===== config.mk =====
export PLATFORM = sky130hd
export DESIGN_NAME = mem_port_scheduler
export DESIGN_NICKNAME = d
export VERILOG_FILES = /design/src/rtl/mem_port_sched_pkg.sv /design/src/rtl/mem_port_sched_rr.sv /design/src/rtl/mem_port_scheduler.sv
export SDC_FILE = /design/constraint.sdc
export NUM_CORES = 1
export LEC_CHECK = 0
export BUFFER_PORTS_ARGS = -buffer_cell sky130_fd_sc_hd__buf_2
export CORE_AREA = 2 2 220 222
export DETAILED_ROUTE_END_ITERATION = 10
export DIE_AREA = 0 0 222 224
export PLACE_DENSITY = 0.34
export SETUP_SLACK_MARGIN = 0.15
export SYNTH_ARGS = -nofsm -noshare
export SYNTH_HDL_FRONTEND = slang
export SYNTH_SLANG_ARGS = --single-unit

===== constraint.sdc =====
create_clock -name clk_i -period 11.32 [get_ports clk_i]
set_input_delay 1.132 -clock clk_i [delete_from_list [all_inputs] [get_ports clk_i]]
set_output_delay 1.132 -clock clk_i [all_outputs]
set_load 0.1 [all_outputs]

===== src/rtl/mem_port_sched_pkg.sv =====
// mem_port_sched_pkg: scheduler state encoding and requester-index sizing
package mem_port_sched_pkg;

    typedef enum logic [1:0] {RUN, DRAIN, DONE} sched_state_e;

    function automatic int idx_width(input int n);
        return (n > 1) ? $clog2(n) : 1;
    endfunction

endpackage


===== src/rtl/mem_port_sched_rr.sv =====
// mem_port_sched_rr: round-robin picker; pointer moves past the winner only when it is accepted
module mem_port_sched_rr import mem_port_sched_pkg::*; #(
    parameter int NumReq = 2,
    parameter int IdxW   = idx_width(NumReq)
) (
    input  logic              clk,
    input  logic              rst_n,
    input  logic [NumReq-1:0] valid,
    input  logic              advance,
    output logic [NumReq-1:0] grant,
    output logic [IdxW-1:0]   idx
);

    logic [IdxW-1:0] ptr;
    logic            found;

    always_comb begin
        grant = '0;
        idx   = '0;
        found = 1'b0;
        for (int i = 0; i < NumReq; i++) begin
            automatic int j = (int'(ptr) + i) % NumReq;
            if (!found && valid[j]) begin
                found    = 1'b1;
                grant[j] = 1'b1;
                idx      = IdxW'(j);
            end
        end
    end

    always_ff @(posedge clk) begin
        if (!rst_n)
            ptr <= '0;
        else if (advance)
            ptr <= (int'(idx) == NumReq - 1) ? '0 : idx + 1'b1;
    end

endmodule


===== src/rtl/mem_port_scheduler.sv =====
// mem_port_scheduler: round-robin memory port with outstanding limit and fence drain;
// MEM_PORT_SCHED_STALL_CNT_EN adds a cycle counter of outstanding-limit stalls.
module mem_port_scheduler import mem_port_sched_pkg::*; #(
    parameter int NumReq         = 2,
    parameter int MaxOutstanding = 7,
    parameter int AddrWidth      = 64,
    parameter int DataWidth      = 64,
    parameter int TidWidth       = 2
) (
    input  logic                                        clk_i,
    input  logic                                        rst_ni,
    input  logic [NumReq-1:0]                           req_valid_i,
    output logic [NumReq-1:0]                           req_ready_o,
    input  logic [NumReq-1:0][AddrWidth-1:0]            req_addr_i,
    input  logic [NumReq-1:0]                           req_we_i,
    input  logic [NumReq-1:0][DataWidth-1:0]            req_wdata_i,
    input  logic [NumReq-1:0][TidWidth-1:0]             req_tid_i,
    output logic                                        mem_valid_o,
    input  logic                                        mem_ready_i,
    output logic [AddrWidth-1:0]                        mem_addr_o,
    output logic                                        mem_we_o,
    output logic [DataWidth-1:0]                        mem_wdata_o,
    output logic [idx_width(NumReq)+TidWidth-1:0]       mem_id_o,
    input  logic                                        mem_rsp_valid_i,
    input  logic [idx_width(NumReq)+TidWidth-1:0]       mem_rsp_id_i,
    input  logic [DataWidth-1:0]                        mem_rsp_rdata_i,
    output logic [NumReq-1:0]                           rsp_valid_o,
    output logic [TidWidth-1:0]                         rsp_tid_o,
    output logic [DataWidth-1:0]                        rsp_rdata_o,
    input  logic                                        flush_i,
    output logic                                        flush_done_o,
    output logic [31:0]                                 stall_cnt_o
);

    localparam int IdxW = idx_width(NumReq);
    localparam int CntW = $clog2(MaxOutstanding + 1);

    sched_state_e    state;
    logic            slot_valid;
    logic            slot_nxt;
    logic [CntW-1:0] count;
    logic [CntW-1:0] count_nxt;
    logic [NumReq-1:0] grant;
    logic [IdxW-1:0] win;
    logic [IdxW-1:0] rsp_idx;
    logic            hs;
    logic            slot_free;
    logic            under_limit;
    logic            accept;
    logic            rsp_dec;

    mem_port_sched_rr #(
        .NumReq (NumReq),
        .IdxW   (IdxW)
    ) u_rr (
        .clk     (clk_i),
        .rst_n   (rst_ni),
        .valid   (req_valid_i),
        .advance (accept),
        .grant   (grant),
        .idx     (win)
    );

    assign mem_valid_o = slot_valid;
    assign hs          = slot_valid && mem_ready_i;
    assign slot_free   = !slot_valid || mem_ready_i;
    // the slot counts against the limit because its handshake will raise count
    assign under_limit = int'(count) + int'(slot_valid) < MaxOutstanding;
    assign accept      = rst_ni && |req_valid_i && slot_free && under_limit && state == RUN;
    assign req_ready_o = accept ? grant : '0;
    assign slot_nxt    = accept || (slot_valid && !hs);
    // a response at count 0 is a protocol error and is not allowed to wrap the count
    assign rsp_dec     = mem_rsp_valid_i && count != '0;
    assign count_nxt   = (hs && !rsp_dec) ? count + 1'b1 :
                         (!hs && rsp_dec) ? count - 1'b1 : count;
    assign flush_done_o = state == DONE;

    always_ff @(posedge clk_i) begin
        if (!rst_ni) begin
            state      <= RUN;
            slot_valid <= 1'b0;
            count      <= '0;
        end else begin
            slot_valid <= slot_nxt;
            count      <= count_nxt;
            state      <= (state == RUN && flush_i) ? DRAIN :
                          (state == DRAIN && !slot_nxt && count_nxt == '0) ? DONE :
                          (state == DONE) ? RUN : state;
        end
    end

    always_ff @(posedge clk_i) begin
        if (accept) begin
            mem_addr_o  <= req_addr_i[win];
            mem_we_o    <= req_we_i[win];
            mem_wdata_o <= req_wdata_i[win];
            mem_id_o    <= {win, req_tid_i[win]};
        end
    end

    assign rsp_idx     = mem_rsp_id_i[TidWidth +: IdxW];
    assign rsp_tid_o   = mem_rsp_id_i[TidWidth-1:0];
    assign rsp_rdata_o = mem_rsp_rdata_i;

    always_comb begin
        rsp_valid_o = '0;
        if (mem_rsp_valid_i && int'(rsp_idx) < NumReq)
            rsp_valid_o[rsp_idx] = 1'b1;
    end

`ifdef MEM_PORT_SCHED_STALL_CNT_EN
    logic [31:0] stall_cnt;

    always_ff @(posedge clk_i) begin
        if (!rst_ni)
            stall_cnt <= '0;
        else if (|req_valid_i && state == RUN && slot_free && !under_limit)
            stall_cnt <= stall_cnt + 32'd1;
    end

    assign stall_cnt_o = stall_cnt;
`else
    assign stall_cnt_o = '0;
`endif

endmodule


# ---- Word level (Yosys, flattened, before mapping)
# Index checks and enable logic that the tools add are counted.
dict set report word_totals {
  out_inout_bits 236
  input_bits 336
  reg_bits 139
  word_cells 89
}
dict set report classes {
  bitwise 3
  n_lt_le_gt_ge 8
  add_sub_neg 5
  muxes 32
  reduce_logical 30
  eq_ne 2
}
# cell count
set op_table {}
lappend op_table {{2-to-1 mux 64 bit} 4}
lappend op_table {{logical AND 1 bit} 16}
lappend op_table {{2-to-1 mux 2 bit} 8}
lappend op_table {{2-to-1 mux 1 bit} 15}
lappend op_table {{less-than comparator 1 x 2 -> 1 bit, second input constant} 3}
lappend op_table {{2-to-1 mux 3 bit} 2}
lappend op_table {{nonzero test 3 bit} 2}
lappend op_table {{zero test 1 bit} 5}
lappend op_table {{adder 3 x 1 -> 4 bit} 1}
lappend op_table {{less-than comparator 4 x 3 -> 1 bit, second input constant} 1}
lappend op_table {{OR reduction 2 bit} 2}
lappend op_table {{adder 3 x 1 -> 3 bit, second input constant} 1}
lappend op_table {{demux 1 bit (select 1 bit)} 3}
lappend op_table {{zero test 3 bit} 1}
lappend op_table {{less-than comparator 2 x 3 -> 1 bit, second input constant} 1}
lappend op_table {{subtractor 3 x 1 -> 3 bit, second input constant} 1}
lappend op_table {{adder 1 bit, second input constant} 2}
lappend op_table {{== test 2 x 1 -> 1 bit, second input constant} 1}
lappend op_table {{== test 2 bit, second input constant} 1}
lappend op_table {{>= comparator 1 bit, second input constant} 2}
lappend op_table {{>= comparator 2 x 1 -> 1 bit, second input constant} 1}
lappend op_table {{zero test 2 bit} 1}
lappend op_table {{logical OR 1 bit} 2}
lappend op_table {{bitwise OR 2 bit} 1}
lappend op_table {{3 further kinds} 3}

# ---- Longest topological paths before layout
# Gate-level depths: netlist of the first run.
dict set report logic_depth {
  depth_word 11
  depth_mapped 7
  ltp_nobuf 7
}

# ---- Hierarchy
# Synthesis of the first run repeated with hierarchy kept, for this count alone.
dict set report unflattened {
  cells_unflattened 440
  area_unflattened_um2 6776.5
}
# mod n_inst seq_area_each_um2 area_per_inst_um2 cells_each
set by_module_without_submodules {}
lappend by_module_without_submodules {mem_port_scheduler 1 4083.9 6708.9 433}
lappend by_module_without_submodules {mem_port_sched_rr 1 20.0 67.6 7}

# ---- Least setup slack after synthesis of the first run
# No wires, ideal clock.
dict set report synth_timing {
  path_type {register to output}
  start {reg slot_valid, in the netlist mem_valid_o}
  end {out req_ready_o[0]}
  setup_slack_ns 4.347
  n_path_buf 0
  required_ns 10.188
  stages_incl_launch_ff 6
  t_arrival_ns 5.841
  path_cell_list {dfxtp_1 > ha_1 > ha_1 > nand3_1 > and4_1 > and3_1}
}
dict set report synth_between {
  elab_chain_len 6
  word_cells_on_any_way 8
  cone_classes {1 x add/sub; 1 x order compare; 1 x mux; 5 x reduce/logical}
}
# element line_no
set synth_rtl {}
lappend synth_rtl {{start: declaration} mem_port_scheduler.sv:39} ;# logic slot_valid;
lappend synth_rtl {{start signal: assignment} mem_port_scheduler.sv:84} ;# slot_valid <= slot_nxt;
lappend synth_rtl {{parallel branches: the longest is 3 deep, another holds adder 3 x 1 -> 4 bit} n/a}
lappend synth_rtl {{logical AND 1 bit * (2 in series)} mem_port_scheduler.sv:69} ;# assign accept = rst_ni && |req_valid_i && slot_free && under_limit && state == RUN;
lappend synth_rtl {{named net accept} mem_port_scheduler.sv:49} ;# logic accept;
lappend synth_rtl {{2-to-1 mux 2 bit *} mem_port_scheduler.sv:70} ;# assign req_ready_o = accept ? grant : '0;
lappend synth_rtl {{end: declaration} mem_port_scheduler.sv:13} ;# output logic [NumReq-1:0] req_ready_o,
# Mark *: on every way through the listed nets, which the timed path passes.

# ---- Final worst setup path of the first run
dict set report layout_timing {
  start {in rst_ni}
  end {out req_ready_o[0]}
}
dict set report layout_between {
  elab_chain_len 5
}
# element line_no
set layout_rtl {}
lappend layout_rtl {{start: declaration} mem_port_scheduler.sv:11} ;# input logic rst_ni,
lappend layout_rtl {{logical AND 1 bit (4 in series)} mem_port_scheduler.sv:69}
lappend layout_rtl {{named net accept} mem_port_scheduler.sv:49}
lappend layout_rtl {{2-to-1 mux 2 bit} mem_port_scheduler.sv:70}
# The timed path passes the listed nets, and every way through them passes these cells.

==> results.txt, run 1 <==
Rel. slew slack -> 0.386
Worst-Margin Slew -> 0.921 ns
Vias in the first global route -> 5,821
DRT Pass-1 Iters -> 5
Gpl congestion -> 0.777
Syn Inst Count -> 714
Synth unique cells -> 34
Width of the die -> 222 microns
Final setup violation count -> 0
Required @ worst endpoint -> 10.19 ns
Final period utilization -> 0.341
Final instance area -> 9500 sq um
Final Max Tran Viols -> 0
Vias per cell -> 3.46
Most used cell, CP -> buf_2
Die height -> 224 microns
Post-cts repair resize count -> 0
Final WS setup -> 7.46 ns
# Post-CTS Setup Buffers -> 0
Worst IR Drop VDD -> 0.0749 mV
Critical Path Source Type -> primary input
Ys async rst share -> 0
Die footprint -> 49,700 sq um
Share of cells above drive strength 1 -> 0.424
Ranking of synthesized cells by area -> edfxtp_1 58%, nand2_1 22%, buf_4 11%
Final hold vios -> 0
Slowest stage delay, CP -> 0.53 ns
FF-to-FF path depth -> 6
Reg-to-reg slack, setup -> 8.65 ns
Clock-pin slew of the registers on the worst-case setup and hold paths -> 0.06 ns
Area Growth Syn to Fin -> 39.6%
Initial Util -> 0.144
Latest clock arrival within the worst-skew pair -> 0.47 ns
Crit-path max FO -> 29
Status -> finished, final reports clean
LEAKAGE -> 4.66 nW
Post-placement setup slack -> 7.43 ns
Hold WS -> 0.525 ns
Family with the most delay on the worst path -> simple AND/OR/NAND/NOR gates
Worst hold path depth -> 2
Min Clock Period, post-route -> 3.86 ns
Final WL -> 27,000 microns
Post-synth EDFFs -> 132
PortBufs -> 407
CP Capture Type -> output port
Vias -> 5,808
Final ANT Viol Nets -> 0
Syn_area_per_cell -> 9.54 sq um
Clk root buf -> clkbuf_16
Power Density -> 210 nW/um^2
Worst Path Arrival -> 2.73 ns
Clock sinks -> 139
Global-route usage over all layers -> 0.108
Grt total ovfl -> 0
Largest net degree at the start of global routing -> 81
Hold WC Path Type -> reg -> reg
Setup Total Neg Slack -> 0 ns
Fill count -> 5,309
Ys Warns -> 0
Fin nets -> 1,391
Buf/Inv on CP -> 3
N_diodes -> 0
DR WL/cell -> 16.1 microns
Worst-path cell chain -> buf_2, inv_1, nor3_1, and4_4, and3_1, buf_2
Max-cap violations -> 0
Worst Path Class, Setup -> in -> out
Num CTS Buffers -> 17
Clock buffer depth -> 2
Initial antenna violation count -> 1
Rows -> 80
CTS tree -> yes
Synth Flop Type -> edfxtp_1
Synth top area share -> 0.582
Critical Path Stages -> 6
Initial DRC Count -> 259
RSZ-0062 raised after global routing -> no
Area post-placement -> 8930 sq um
CORE AREA -> 47,300 sq um
Mapped Area -> 6810 sq um
H-tree Lvls -> 4
DRC viols -> 0
First-pass GRT wire length -> 38,100 microns
Achievable frequency -> 259 MHz
Leading area contributor after synthesis -> edfxtp_1
Detail Placement HPWL -> 21,200 microns
Slowest-stage cell, CP -> and4_4
Hold-fix buffers, CTS -> 0
#FFs+latches synth -> 139
I/O pins -> 572
Post-synthesis sequential area ratio -> 0.603
Core occupancy in the finished layout -> 0.201
Skew final -> 0.00638 ns
worst register-to-register path, stage by stage (launching register included):
cell	delay, ns
dfxtp_1	0.36
ha_1	0.22
ha_1	0.19
xor2_1	0.14
nand3_1	0.09
and4_4	0.51
buf_4	0.70
cells in the mapped netlist, types with 2 or more instances:
| cell type | count |
|---|---|
| buf_4 | 98 |
| clkbuf_1 | 19 |
| nand3_1 | 5 |
| xnor2_1 | 2 |
| inv_1 | 5 |
| ha_1 | 5 |
| edfxtp_1 | 132 |
| buf_2 | 9 |
| dfxtp_1 | 7 |
| nor2_1 | 8 |
| and2_1 | 3 |
| nand2_1 | 398 |
| nor2b_1 | 2 |
metrics by stage:
step,cells,power (mW)
after floorplan,745,1.41
after global placement,1646,1.45
after detailed placement,1646,1.45
after CTS,1678,2.04
after global routing,1678,2.09
final,1678,2.00
layer usage:
| layer | part of all wire | GRT usage | vias to the layer above |
|---|---|---|---|
| li1 | - | - | 2836 |
| met5 | 0.00048 | 0 | - |
| met1 | 0.35 | 0.105 | 2576 |
| met4 | 0.039 | 0.0634 | 2 |
| met3 | 0.11 | 0.0529 | 43 |
| met2 | 0.50 | 0.186 | 351 |
sequential cells by signal, summed over array words and instances (netlist names):
signal	count
count	3
mem_addr_o	64
mem_id_o	3
mem_valid_o	1
mem_wdata_o	64
mem_we_o	1
state	2
u_rr.ptr	1
path summary, 6_finish.rpt:
check | endpoint | startpoint
max | req_ready_o[0] | rst_ni
min | state[1] | state[1]
max reg2reg | mem_addr_o[18] | count[0]
min reg2reg | state[1] | state[1]
cell type report:
| class | count | area (sq um) | area share |
|---|---|---|---|
| timing repair buffer | 412 | 2070 | 0.218 |
| tap | 615 | 769 | 0.0810 |
| inverter | 6 | 25.0 | 0.00263 |
| multi-input combinational | 474 | 1960 | 0.206 |
| sequential | 139 | 4100 | 0.432 |
| clock buffer | 18 | 429 | 0.0452 |
| clock inverter | 14 | 144 | 0.0151 |
report_power, final:
group	switching (mW)	total, mW	internal [mW]
Combinational	0.631	0.751	0.121
Clock	0.244	0.568	0.324
Sequential	0.0227	0.677	0.654
Total	0.897	2.00	1.10
cell usage in the layout (no fill, tap or decap), drive strengths merged, types with 2 or more instances in the layout:
master	n
bufinv	2
dfxtp	7
ha	5
xnor2	2
and2	4
clkinv	7
and3	2
edfxtp	132
inv	10
buf	412
nor2	8
a21o	2
clkbuf	18
o21ai	2
nand2	398
nor2b	2
nand3	5
a21oi	2
conb	32
cell families (layout without fill, tap and decap cells):
| family | Yosys count | after routing | synth area share |
|---|---|---|---|
| DFF | 139 | 139 | 0.603 |
| buffers and inverters | 132 | 450 | 0.128 |
| muxes | 1 | 1 | 0.00147 |
| xor gates and xnor gates | 3 | 3 | 0.00386 |
| and+or+nand+nor | 423 | 423 | 0.241 |
| adders and majority gates | 5 | 5 | 0.00919 |
| AOI/OAI and AO/OA | 10 | 10 | 0.0127 |
| other | 1 | 32 | 0.000551 |
Power figures use the tool's default switching activity.
==> run 2: changes to the inputs <==
Settings changed: CORE_AREA 2 2 220 222 to 2 2 222 224, DIE_AREA 0 0 222 224 to 0 0 224 226.
Clock period 11.32 ns to 3.8 ns, I/O delays scaled along.
==> results.txt, run 2 (synthesized netlist as in run 1, its figures left out) <==
RSZ-0062 raised after global routing -> no
Power Density -> 636 nW/um^2 (+200%)
Global-route usage over all layers -> 0.102 (-0.00597)
Gpl congestion -> 0.734 (-5.5%)
Fill count -> 5,420 (+2.1%)
Clock buffer depth -> 2 (unchanged)
Detail Placement HPWL -> 20,000 microns (-5.8%)
Pint -> 3.42 mW (+210%)
I/O pins -> 572 (unchanged)
Worst Path Class, Setup -> reg -> out
Status -> finished, final reports clean
Clock power share -> 0.303 (+0.018)
Post-placement setup slack -> 1.50 ns (-5.94 ns)
DRC viols -> 0 (unchanged)
Area Growth Syn to Fin -> 41.1%
Rows -> 81 (+1.3%)
Most used cell, CP -> ha_1
Largest registers -> mem_addr_o (64), mem_wdata_o (64)
Logic gate share of total power -> 0.367 (-0.009)
Final ANT Viol Nets -> 0 (unchanged)
Final WL -> 26,200 microns (-2.9%)
Area of the multi-input gates -> 1960 sq um (+0.13%)
Hold Crit Endpoint -> mem_wdata_o[35]
Largest net degree at the start of global routing -> 133 (+64%)
Vias -> 5,820 (+0.21%)
PortBufs -> 407 (unchanged)
Hold-fix buffers, CTS -> 0 (unchanged)
Commonest cells after routing, fill and taps aside -> 407 x buf_2, 398 x nand2_1, 132 x edfxtp_1
DR WL/cell -> 15.5 microns (-3.5%)
Initial Util -> 0.141 (-0.00297)
Min Clock Period, post-route -> 2.65 ns
DRT Pass-1 Iters -> 4 (-1)
Reg-to-reg endpoint -> mem_addr_o[6]
Slowest stage delay, CP -> 0.42 ns (-0.11 ns)
Buf/Inv on CP -> 1 (-2)
Family with the most delay on the worst path -> simple AND/OR/NAND/NOR gates
Setup Total Neg Slack -> 0 ns (unchanged)
Fin nets -> 1,392 (+0.072%)
Grt total ovfl -> 0 (unchanged)
Vias in the first global route -> 5,575 (-4.2%)
Final Max Tran Viols -> 0 (unchanged)
Reg power frac -> 0.330 (-0.009)
Sw Ratio -> 0.441 (-0.00877)
Final setup violation count -> 0 (unchanged)
Num CTS Buffers -> 17 (unchanged)
CTS tree -> yes
Required @ worst endpoint -> 3.42 ns (-6.77 ns)
Hold WC Path Type -> in -> reg
Clk root buf -> clkbuf_16
Max-cap violations -> 0 (unchanged)
Worst hold path depth -> 3 (+1)
CP Capture Type -> output port
Latest clock arrival within the worst-skew pair -> 0.48 ns (about the same)
FF+latch area -> 4110 sq um (about the same)
Post-cts repair resize count -> 0 (unchanged)
Final period utilization -> 0.698
Die height -> 226 microns (+0.89%)
Worst Path Arrival -> 2.27 ns (-0.46 ns)
LEAKAGE -> 4.68 nW (+0.48%)
Width of the die -> 224 microns (+0.90%)
Initial DRC Count -> 148 (-43%)
Reg-to-reg slack, setup -> 1.57 ns (-7.08 ns)
Slowest-stage cell, CP -> buf_2
Uppermost layer routed -> met4
Met3 wire len -> 2550 microns (-12%)
CORE AREA -> 48,300 sq um (+2.1%)
# Post-CTS Setup Buffers -> 0 (unchanged)
Commonest non-fill, non-tap cell in the layout -> buf_2
Worst IR Drop VDD -> 0.237 mV (+220%)
Critical Path Source Type -> register
Switching power of the nets -> 2.69 mW (+200%)
Initial antenna violation count -> 3 (+2)
Skew final -> 0.0239 ns (+0.0176 ns)
H-tree Lvls -> 4 (unchanged)
DRT met1 WL -> 9420 microns (-0.14%)
Die footprint -> 50,600 sq um (+1.8%)
Worst-path cell chain -> ha_1, ha_1, xor2_1, nand3_1, and4_4, and3_2, buf_2
Vias per cell -> 3.45 (-0.45%)
Metal2 WL -> 12,900 microns (-5.0%)
Clock sinks -> 139 (unchanged)
Achievable frequency -> 377 MHz
Worst Hold Launch -> req_wdata_i[99]
First-pass GRT wire length -> 36,400 microns (-4.4%)
Worst R2R Start -> count[0]
Crit-path max FO -> 5 (-83%)
Worst-Margin Slew -> 0.759 ns (-0.162 ns)
Final hold vios -> 0 (unchanged)
Clock-pin slew of the registers on the worst-case setup and hold paths -> 0.07 ns (about the same)
Rel. slew slack -> 0.494 (+0.108)
Share of cells above drive strength 1 -> 0.427 (+0.00242)
Final WS setup -> 1.15 ns (-6.31 ns)
FF-to-FF path depth -> 6 (unchanged)
run 2: changes by cell type in the layout (fill, tap and decap cells not counted), moves of 2 or more:
cell	delta
buf_12	+2
bufinv_16	+2
clkinv_2	-4
clkinvlp_4	+2
diode_2	+3
inv_6	-2
run 2: through the flow:
step	cells	area (sq um)	util	total power [mW]	hold WS [ns]
floorplan	745	6930	-	4.19	0.484
global placement	1654	8970	0.186	4.33	0.541
detailed placement	1654	8970	0.186	4.32	0.541
CTS	1686	9600	0.199	6.24	0.0986
global route	1688	9600	0.199	6.38	0.133
finish	1689	9610	0.199	6.11	0.159
run 2: worst max path at each step:
stage | startpoint | end | slack (ns) | cells past startpoint
6_report | count[0] | req_ready_o[0] | 1.15 | 7
5_1_grt | count[0] | req_ready_o[0] | 1.04 | 7
4_1_cts | count[0] | req_ready_o[0] | 1.07 | 7
3_5_place_dp | count[0] | mem_addr_o[5] | 1.50 | 6
3_3_place_gp | mem_valid_o | mem_addr_o[11] | 1.53 | 6
2_1_floorplan | mem_valid_o | req_ready_o[0] | 0.39 | 5
run 2: area by class of cell:
type / count / area share
antenna: 3 / 0.000782
clock buffer: 18 / 0.0447
clock inverter: 14 / 0.0202
inverter: 6 / 0.00261
multi-input combinational: 474 / 0.204
sequential: 139 / 0.427
tap: 622 / 0.0810
timing repair buffer: 413 / 0.219
run 2: worst min-delay path: stages:
cell,delay [ns]
buf_2,0.08
nand2_1,0.04
nand2_1,0.04
run 2: layer usage:
layer  vias to the layer above  global-route usage
met5                         -                   0
met4                         0              0.0729
met3                        84              0.0484
met2                       319               0.171
met1                      2577              0.0991
li1                       2840                   -
run 2: power groups by stage:
stage / Combinational, mW / Sequential (mW) / Clock (mW)
after CTS: 2.27 / 2.02 / 1.95
after global routing: 2.36 / 2.04 / 1.99
after detailed placement: 2.27 / 2.05 / 0
after floorplan: 0.907 / 3.29 / 0
final: 2.24 / 2.02 / 1.85
after global placement: 2.28 / 2.05 / 0
==> run 3: changes to the inputs <==
Clock period 3.8 ns to 2.5 ns, I/O delays scaled along.
==> results.txt, run 3 (synthesized netlist as in run 1, its figures left out) <==
Share of cells above drive strength 1 -> 0.403 (-0.0241)
Width of the die -> 224 microns (unchanged)
RSZ-0062 raised after global routing -> no
Worst Path Class, Setup -> reg -> out
Largest net degree at the start of global routing -> 134 (+0.75%)
First-pass GRT wire length -> 37,400 microns (+2.8%)
Final hold vios -> 0 (unchanged)
Largest registers -> mem_addr_o (64), mem_wdata_o (64)
Worst IR Drop VDD -> 0.353 mV (+49%)
Latest clock arrival within the worst-skew pair -> 0.46 ns (-0.02 ns)
Reg-to-reg slack, setup -> 0.39 ns (-1.18 ns)
Final WS setup -> 0.240 ns (-0.909 ns)
Rows -> 81 (unchanged)
Worst hold path depth -> 3 (unchanged)
Switching power of the nets -> 4.09 mW (+52%)
Die footprint -> 50,600 sq um (unchanged)
Clock power share -> 0.287 (-0.016)
FF-to-FF path depth -> 5 (-1)
Sw Ratio -> 0.434 (-0.00711)
Worst R2R Start -> mem_valid_o
I/O pins -> 572 (unchanged)
Worst Path Arrival -> 2.01 ns (-0.26 ns)
DRC viols -> 0 (unchanged)
Clock sinks -> 139 (unchanged)
Detail Placement HPWL -> 20,000 microns (+0.34%)
Vias -> 6,070 (+4.3%)
Clock-pin slew of the registers on the worst-case setup and hold paths -> 0.06 ns (about the same)
Die height -> 226 microns (unchanged)
Final WL -> 28,000 microns (+6.8%)
Critical Path Source Type -> register
Rel. slew slack -> 0.609 (+0.115)
Gpl congestion -> 0.747 (+1.7%)
Vias in the first global route -> 6,038 (+8.3%)
Achievable frequency -> 443 MHz
Initial Util -> 0.141 (unchanged)
Initial DRC Count -> 181 (+22%)
Area Growth Syn to Fin -> 55.3%
DRT Pass-1 Iters -> 6 (+2)
Skew final -> 0.00645 ns (-0.0175 ns)
Worst-Margin Slew -> 0.591 ns (-0.168 ns)
Crit-path max FO -> 5 (unchanged)
Core occupancy in the finished layout -> 0.219 (+0.0201)
CTS tree -> yes
Max-cap violations -> 0 (unchanged)
Power Density -> 891 nW/um^2 (+40%)
Status -> finished, final reports clean
Fin nets -> 1,479 (+6.3%)
Vias per cell -> 3.42 (-0.76%)
Hold WC Path Type -> in -> reg
Pint -> 5.34 mW (+56%)
CP Capture Type -> output port
Global-route usage over all layers -> 0.104 (+0.00221)
PortBufs -> 407 (unchanged)
LEAKAGE -> 5.07 nW (+8.4%)
Hold Crit Endpoint -> mem_wdata_o[62]
Logic gate share of total power -> 0.387 (+0.020)
Clk root buf -> clkbuf_16
Final Max Tran Viols -> 0 (unchanged)
Final setup violation count -> 0 (unchanged)
CORE AREA -> 48,300 sq um (unchanged)
Reg-to-reg endpoint -> mem_addr_o[30]
Final period utilization -> 0.904
Grt total ovfl -> 0 (unchanged)
Reg power frac -> 0.326 (-0.004)
Final ANT Viol Nets -> 0 (unchanged)
H-tree Lvls -> 4 (unchanged)
Post-placement setup slack -> 0.393 ns (-1.10 ns)
Worst Hold Launch -> req_wdata_i[126]
Commonest cells after routing, fill and taps aside -> 405 x buf_2, 398 x nand2_1, 132 x edfxtp_1
DR WL/cell -> 15.8 microns (+1.6%)
Fill count -> 5,398 (-0.41%)
Required @ worst endpoint -> 2.25 ns (-1.17 ns)
Commonest non-fill, non-tap cell in the layout -> buf_2
Min Clock Period, post-route -> 2.26 ns
Num CTS Buffers -> 17 (unchanged)
Clock buffer depth -> 2 (unchanged)
Initial antenna violation count -> 3 (unchanged)
-- run 3: how the worst max path moves through the flow --
stage                 from        endpoint
5_1_grt        mem_valid_o  req_ready_o[0]
6_report       mem_valid_o  req_ready_o[0]
2_1_floorplan  mem_valid_o  req_ready_o[0]
3_3_place_gp      count[0]  mem_addr_o[19]
4_1_cts        mem_valid_o  req_ready_o[0]
3_5_place_dp      count[0]  mem_addr_o[14]
-- run 3: layout make-up --
type | instances | area, sq um | share of cell area
Multi-Input combinational cell | 475 | 2010 | 0.190
Clock buffer | 19 | 433 | 0.0409
Tap cell | 622 | 778 | 0.0736
Antenna cell | 3 | 7.51 | 0.000710
Inverter | 6 | 25.0 | 0.00237
Clock inverter | 12 | 173 | 0.0163
Sequential cell | 139 | 4110 | 0.389
Timing Repair Buffer | 499 | 3040 | 0.287
-- run 3: power by group through the flow --
stage | clock network, mW | registers (mW) | logic [mW]
2_1_floorplan | 0 | 5.00 | 1.39
3_3_place_gp | 0 | 3.12 | 3.52
3_5_place_dp | 0 | 3.12 | 3.51
4_1_cts | 2.85 | 3.08 | 3.67
5_1_grt | 2.93 | 3.10 | 3.84
6_report | 2.71 | 3.07 | 3.65
-- run 3: what timing repair did --
action / 4_1_cts / 5_1_grt
cloned: 1 / 1
resized for setup: 3 / 2
hold buffers: 81 / 0
hold endpoints to repair: 55 / 0
setup endpoints to repair: 2 / 3
pin swaps: 0 / 1
buffers inserted: 1 / 1
-- run 3: worst max-delay path, cell delays in order, from the launching register on --
cell and delay, ns:
dfxtp_4 0.36, nor2b_1 0.15, nor2_1 0.35, and4_4 0.32
and3_4 0.19, buf_12 0.17
-- run 3: metal layers --
layer / global-route usage / wire length (microns) / vias to the layer above
met4: 0.0542 / 1030 / 2
met5: 0 / 5 / -
met1: 0.107 / 10600 / 2662
met2: 0.177 / 13600 / 323
met3: 0.0505 / 2770 / 67
li1: - / - / 3016
-- run 3: per-stage QoR --
step | total power, mW | hold slack [ns] | instances | area, sq um | setup TNS, ns
after floorplan | 6.39 | 0.381 | 745 | 6970 | -1.12
after global placement | 6.64 | 0.501 | 1656 | 9080 | 0
after detailed placement | 6.63 | 0.501 | 1656 | 9080 | 0
after CTS | 9.59 | 0.0000409 | 1770 | 10500 | 0
after global routing | 9.88 | 0.0186 | 1773 | 10600 | 0
final | 9.43 | 0.0538 | 1775 | 10600 | 0
